<file path="src/rtl/if_fetch_unit.sv">
// Instruction-fetch stage: owns the PC, issues reads to the instruction RAM and
// buffers {pc, inst} pairs in a 2-entry queue toward decode.
module if_fetch_unit #(
    parameter logic [63:0] RESET_PC = 64'h0000_0000_8000_0000,
    parameter int          QDEPTH   = 2
) (
    input  logic        clk,
    input  logic        rst,
    output logic [63:0] inst_addr,
    output logic        inst_en,
    input  logic [31:0] inst,
    input  logic        redirect_valid,
    input  logic [63:0] redirect_pc,
    output logic        out_valid,
    input  logic        out_ready,
    output logic [63:0] out_pc,
    output logic [31:0] out_inst,
    output logic        out_fault
);

    typedef enum logic {
        RUN,
        FAULT
    } state_t;

    localparam logic [1:0] FULL = 2'(QDEPTH);

    state_t      state;
    state_t      state_next;
    logic [63:0] pc;
    logic [1:0]  count;
    logic        head;
    logic        tail;

    logic [63:0] q_pc    [2];
    logic [31:0] q_inst  [2];
    logic        q_fault [2];

    logic aligned;
    logic push;
    logic fault_push;
    logic pop;

    // A push happens every cycle there is room, unless stalled by fault/redirect/reset;
    // a misaligned PC turns that push into a fault marker instead of a fetch.
    assign aligned    = (pc[1:0] == 2'b00);
    assign push       = (state == RUN) && (count != FULL) && !redirect_valid && !rst;
    assign inst_en    = push && aligned;
    assign fault_push = push && !aligned;
    assign inst_addr  = pc;

    assign out_valid  = (count != 2'd0);
    assign pop        = out_valid && out_ready;
    assign out_pc     = out_valid ? q_pc[head]    : 64'h0;
    assign out_inst   = out_valid ? q_inst[head]  : 32'h0;
    assign out_fault  = out_valid ? q_fault[head] : 1'b0;

    always_comb begin
        // NOTE: default assigned first so every path drives state_next and no latch is inferred.
        state_next = state;
        if (redirect_valid) begin
            state_next = RUN;
        end else if (fault_push) begin
            state_next = FAULT;
        end
    end

    always_ff @(posedge clk) begin
        // NOTE: non-blocking assignments so every register samples pre-edge values.
        if (rst) begin
            state <= RUN;
        end else begin
            state <= state_next;
        end
    end

    always_ff @(posedge clk) begin
        if (rst) begin
            pc    <= RESET_PC;
            count <= 2'd0;
            head  <= 1'b0;
            tail  <= 1'b0;
        end else if (redirect_valid) begin
            pc    <= redirect_pc;
            count <= 2'd0;
            head  <= 1'b0;
            tail  <= 1'b0;
        end else begin
            if (inst_en) begin
                pc <= pc + 64'd4;
            end
            if (push) begin
                tail <= ~tail;
            end
            if (pop) begin
                head <= ~head;
            end
            count <= count + {1'b0, push} - {1'b0, pop};
        end
    end

    // NOTE: queue storage is not reset; entries are only observable through
    // count, and the head fields are masked to zero while the queue is empty.
    always_ff @(posedge clk) begin
        if (push) begin
            q_pc[tail]    <= pc;
            q_inst[tail]  <= aligned ? inst : 32'h0;
            q_fault[tail] <= !aligned;
        end
    end

endmodule

</file>
<file path="config.mk">
export PLATFORM = sky130hd
export DESIGN_NAME = if_fetch_unit
export DESIGN_NICKNAME = d
export VERILOG_FILES = /design/src/rtl/if_fetch_unit.sv
export SDC_FILE = /design/constraint.sdc
export NUM_CORES = 1
export LEC_CHECK = 0
export BUFFER_PORTS_ARGS = -buffer_cell sky130_fd_sc_hd__clkbuf_2
export CAP_MARGIN = 20
export CORE_MARGIN = 2
export CORE_UTILIZATION = 55
export DETAILED_ROUTE_END_ITERATION = 10
export PLACE_DENSITY = 0.81
export SYNTH_ARGS = -nofsm -noshare
export SYNTH_HDL_FRONTEND = slang
export SYNTH_SLANG_ARGS = --single-unit
</file>
<file path="constraint.sdc">
create_clock -name clk -period 14.3 [get_ports clk]
set_input_delay 2.145 -clock clk [delete_from_list [all_inputs] [get_ports clk]]
set_output_delay 2.145 -clock clk [all_outputs]
set_load 0.02 [all_outputs]
</file>
==> results of run 1 <==
-- kinds of logic (layout without fill, tap and decap cells) --
kind of cell | count (synthesis) | in the layout | share of synthesized area, %
AND/OR/NAND/NOR | 396 | 396 | 17.18
flip-flops | 264 | 264 | 62.65
AO/OA/AOI/OAI | 104 | 104 | 5.770
multiplexers | 104 | 104 | 9.035
buffers and inverters | 68 | 334 | 2.462
XOR/XNOR | 34 | 34 | 2.581
adder cells (fa/ha/maj) | 3 | 3 | 0.3254
-- power by group --
group | switching, mW | internal [mW] | leakage, nW
combinational | 0.100 | 0.0564 | 2.34
clock | 0.279 | 0.399 | 0.421
sequential | 0.0313 | 0.857 | 2.39
total | 0.411 | 1.31 | 5.15
-- worst register-to-register path, stage by stage, from the launching register on --
cell,delay (ns)
dfxtp_1,0.35
nor2_2,0.11
buf_4,0.30
inv_1,0.15
or4_4,0.67
clkinv_4,0.29
nand4_4,0.23
or3_1,0.46
o31a_1,0.25
o31a_1,0.23
-- cells in the mapped netlist, types with 2 or more instances --
library cell  instances  area (um2)
a211oi_1             12       90.09
a21oi_1              39       195.2
a22oi_1               5       37.54
a311oi_1              2       17.52
a31oi_1               8       50.05
and2_1               38       237.7
and3_1               17       106.4
and4_1                7       61.31
buf_1                13       48.80
buf_6                 3       33.78
clkbuf_1             38       142.6
dfxtp_1              70        1401
edfxtp_1            194        5826
ha_1                  3       37.54
inv_1                11       41.29
mux2i_1             103        1031
nand2_1              56       210.2
nand2b_1              3       18.77
nand3_1              26       130.1
nand4_1              25       156.4
nor2_1              155       581.8
nor3_1               20       100.1
nor3b_1               2       15.01
nor4_1               18       112.6
nor4_2                2       25.02
o211ai_1              6       45.04
o21ai_0              10       50.05
o22ai_1               6       37.54
o311ai_0              2       17.52
o31a_1                4       35.03
or2_2                 2       12.51
or3_1                11       68.82
or4_1                 4       30.03
xnor2_1              25       219.0
xor2_1                9       78.83
-- cell type report --
cell class                 count  area [um2]
inverter                      13       53.80
multi-input combinational    641        4050
clock buffer                  31       690.7
clock inverter                18       162.7
timing repair buffer         272        1419
tap                          270       337.8
fill                        1499        6485
sequential                   264        7231
-- through the flow --
stage | instance area (um2) | worst slack, ns
after floorplan | 11540 | 6.645
after global placement | 13040 | 7.926
after detailed placement | 13040 | 7.893
after CTS | 13900 | 7.884
after global routing | 13940 | 7.729
final | 13940 | 7.845
-- how the worst max path moves through the flow --
stage                   start         end  slack, ns  cells after the start
2_1_floorplan  redirect_valid  q_fault[0]       6.65                      6
3_3_place_gp              rst     inst_en       7.93                      6
3_5_place_dp              rst     inst_en       7.89                      6
4_1_cts                   rst     inst_en       7.88                      6
5_1_grt                   rst     inst_en       7.73                      6
6_report                  rst     inst_en       7.84                      6
-- flip-flops by register name, indices dropped and copies added, names as in the netlist, named ones only --
signal,flops
q_pc,128
inst_addr,64
q_inst,64
count,2
q_fault,2
head,1
state,1
tail,1
-- per-layer routing --
metal | part of all wire [%] | GRT usage (%)
met5 | 0.046 | 0
met4 | 3.2 | 9.333
met3 | 9.6 | 6.024
met2 | 48 | 40.83
met1 | 40 | 33.20
==> results.yml, run 1 <==
cells_and_area:
  final_common_cell: "clkbuf_2"
  antenna_cells: 0
  final_cell_mix: "262 x clkbuf_2, 194 x edfxtp_1, 151 x nor2_1, 103 x mux2i_1, 69 x dfxtp_1"
  finish.utilization_pct: 68.26
  area.growth.synth_to_final_pct: 20.88
  fin_nets: 1322
  drive_gt1_share_pct: 26.39
  stdcell_count: 1509
setup_path:
  rr_endpoint: "inst_addr[62]"
  cp_common_cell: "clkbuf_2"
  reg2regPathDepth: 9
  worstPathMaxFanout: 67
  regToRegSetupSlack_ns: 11.15
  crit_chain: "clkbuf_2 > buf_4 > or2_1 > or4_4 > clkinv_4 > clkbuf_2"
  end_kind: "output pin"
  cp.buffers_inverters: 4
  worstPathRequired_ns: 12.15
  cp.arrival_ns: 4.31
  critPathMaxStageDelay_ns: 0.76
  start_kind: "input port"
  cp_top_family: "simple AND/OR/NAND/NOR gates"
  critical_path_class: "input port to output pin"
  crit-reg2reg-launch: "inst_addr[1]"
  slowest_stage: "or4_4"
place:
  dpl.hpwl_um: 19200
  portBuffers: 262
  dp_cells: 1458
  place_congestion: 0.9176
clocking:
  ctsResizeCount: 0
  htreeDepth: 1
  cts_tree: "built"
  cts_sinks: 264
  cts_buffers: 27
  cts_buffer_depth: 3
  clk_latency_ns: 0.52
  hold_buffers: 0
  post_cts.repair.setup_buffers: 0
  clk_pin_slew_ns: 0.06
  cts_root_buf: "clkbuf_16"
sta:
  finalHoldViolCount: 0
  tns_ns: 0
  timing.final.max_slew_violations: 0
  max_freq_ghz: 0.1549
  hold_slack_ns: 0.5089
  rsz0062_at_grt: "no"
  post-route-period-util_pct: 45.14
  maxSlewHeadroom_pct: 34.69
  setup_violations: 0
  fin_crit_ns: 6.456
  tightest_slew_ns: 0.9773
  clock_skew_ns: 0.01021
synthesis:
  ys_ff_latch: 264
  synth_edf_count: 194
  synth_fp_nets: 1076
  ys_types: 59
  syn_avg_cell_area_um2: 11.86
  syn_area_um2: 11540
  synth_top_flop_cell: "edfxtp_1"
  synthArstFlopShare_pct: 0
  ys_seq_area_share_pct: 62.65
  syn_inst: 973
  synth_warnings: 0
outcome:
  status: "completed"
global_route:
  grt_pass1_vias: 8323
  antenna_found_initial: 1
  grt_max_degree: 68
  grt_pass1_wl_um: 43860
  grt_overflow: 0
  grt_usage_pct: 25.15
min_path:
  hold_end: "state"
  hold_path.class: "flop to flop"
  min_path_cells: 2
  hold_start: "state"
pwr:
  power.leakage_nw: 5.154
  vdd_drop_max_uv: 81.51
  powerDensity_nw_per_um2: 123.6
  total_power_mw: 1.724
route:
  firstDrtPassIters: 5
  drc: 0
  routed_wirelength_um: 28500
  avgViaCountPerCell: 5.766
  drt-wirelength-per-cell_um: 18.89
  dr.first_iter.drc_count: 730
  vias: 8701
  drtAntennaViolNets: 0
floorplanning:
  die-area_um2: 22150
  die_y_um: 148.8
  rows: 52
  die_x_um: 148.8
  io_pins: 263
  start_util_pct: 56.47
  core_um2: 20430
run:
  maxCapViolations: 0
Note: power is estimated with default switching activity, not from simulation.
==> run 2, diff against run 1 <==
Settings changed: CORE_UTILIZATION 55 to 54, PLACE_DENSITY 0.81 to 0.8.
Clock period 14.3 ns to 6.71 ns, I/O delays scaled along.
==> run 2 against run 1 <==
Compared with the run above: clock-buffer cell count rose by 9; cell area down 0.38%; combinational power is 110% higher.
==> results.yml, run 2 (synthesis results as in run 1) <==
setup_path:
  cp.arrival_ns: 3.17
  worstPathRequired_ns: 5.70
  start_kind: "input port"
  regToRegSetupSlack_ns: 3.69
  reg2regPathDepth: 10
  worstPathMaxFanout: 67
  crit-reg2reg-launch: "count[1]"
  rr_endpoint: "count[1]"
  end_kind: "output pin"
  critical_path_class: "input port to output pin"
cells_and_area:
  area.growth.synth_to_final_pct: 20.42
  largest_reg_flops: 128
  stdcell_count: 1513
  fin_nets: 1321
  antenna_cells: 0
  drive_gt1_share_pct: 26.41
  final_cell_mix: "262 x clkbuf_2, 194 x edfxtp_1, 151 x nor2_1, 103 x mux2i_1, 69 x dfxtp_1"
  final_common_cell: "clkbuf_2"
  top_register: "q_pc"
floorplanning:
  start_util_pct: 54.88
  die-area_um2: 22550
  die_x_um: 150.2
  io_pins: 263
  die_y_um: 150.2
  core_um2: 21020
  rows: 53
place:
  dp_cells: 1465
  portBuffers: 262
  dpl.hpwl_um: 19700
  place_congestion: 0.9345
clocking:
  cts_root_buf: "clkbuf_16"
  hold_buffers: 0
  ctsResizeCount: 0
  htreeDepth: 1
  cts_buffers: 26
  clk_pin_slew_ns: 0.06
  cts_tree: "built"
  cts_sinks: 264
  post_cts.repair.setup_buffers: 0
  cts_buffer_depth: 3
  clk_latency_ns: 0.52
sta:
  max_freq_ghz: 0.2392
  finalHoldViolCount: 0
  rsz0062_at_grt: "no"
  post-route-period-util_pct: 62.29
  timing.final.max_slew_violations: 0
  clock_skew_ns: 0.009470
  fin_crit_ns: 4.180
  tns_ns: 0
  setup_violations: 0
  tightest_slew_ns: 1.030
  maxSlewHeadroom_pct: 31.31
global_route:
  grt_max_degree: 82
  grt_overflow: 0
  grt_usage_pct: 24.77
  grt_pass1_wl_um: 43640
  grt_pass1_vias: 8094
  antenna_found_initial: 0
run:
  maxCapViolations: 0
min_path:
  min_path_cells: 2
  hold_start: "state"
  hold_end: "state"
  hold_path.class: "flop to flop"
route:
  drc: 0
  firstDrtPassIters: 5
  drt-wirelength-per-cell_um: 19.01
  drtAntennaViolNets: 0
  avgViaCountPerCell: 5.720
  routed_wirelength_um: 28770
  vias: 8655
  dr.first_iter.drc_count: 657
pwr:
  power.leakage_nw: 5.133
  powerDensity_nw_per_um2: 261.4
  vdd_drop_max_uv: 193.6
outcome:
  status: "completed"
## run 2: per-stage QoR
stage / setup slack (ns) / hold slack, ns / cell area, um2 / utilization (%) / total power, mW
finish: 2.530 / 0.4972 / 13890 / 66.09 / 3.631
CTS: 2.559 / 0.5031 / 13890 / 66.09 / 3.652
floorplan: 0.1935 / 0.4559 / 11540 / - / 2.123
global route: 2.441 / 0.5373 / 13890 / 66.09 / 3.757
detailed placement: 2.539 / 0.4929 / 13070 / 62.15 / 2.264
global placement: 2.586 / 0.4947 / 13070 / 62.15 / 2.254
## run 2: worst max path at each step
stage          cells after the start            end            from  slack (ns)
6_report                           6        inst_en             rst        2.53
3_5_place_dp                       9  inst_addr[62]             rst        2.54
3_3_place_gp                       6        inst_en             rst        2.59
2_1_floorplan                      6     q_fault[0]  redirect_valid        0.19
5_1_grt                            6        inst_en             rst        2.44
4_1_cts                            6        inst_en             rst        2.56
## run 2: cell type report
| class | count | area (um2) |
|---|---|---|
| flip-flops and latches | 264 | 7231 |
| fillers | 1610 | 7129 |
| multi-input cells | 641 | 4050 |
| repair buffers | 272 | 1386 |
| clock buffers | 40 | 764.5 |
| well taps | 275 | 344.1 |
| clock inverters | 8 | 62.56 |
| inverters | 13 | 53.80 |
## run 2: critical path, stage by stage
cell and delay (ns):
clkbuf_2 0.08, buf_4 0.31, or2_1 0.44, or4_4 0.76, clkinv_4 0.30, clkbuf_2 0.23
## run 2: routing by layer
| layer | share of wire [%] | wire [um] | GRT usage [%] |
|---|---|---|---|
| met5 | 0 | 0 | 0 |
| met4 | 3.0 | 869 | 7.877 |
| met3 | 10 | 2902 | 4.727 |
| met2 | 47 | 13500 | 40.68 |
| met1 | 40 | 11500 | 33.50 |
## run 2: power by group
group	leakage (nW)	internal, mW	switching, mW
Clock	0.409	0.820	0.581
Combinational	2.33	0.119	0.215
Sequential	2.39	1.83	0.0696
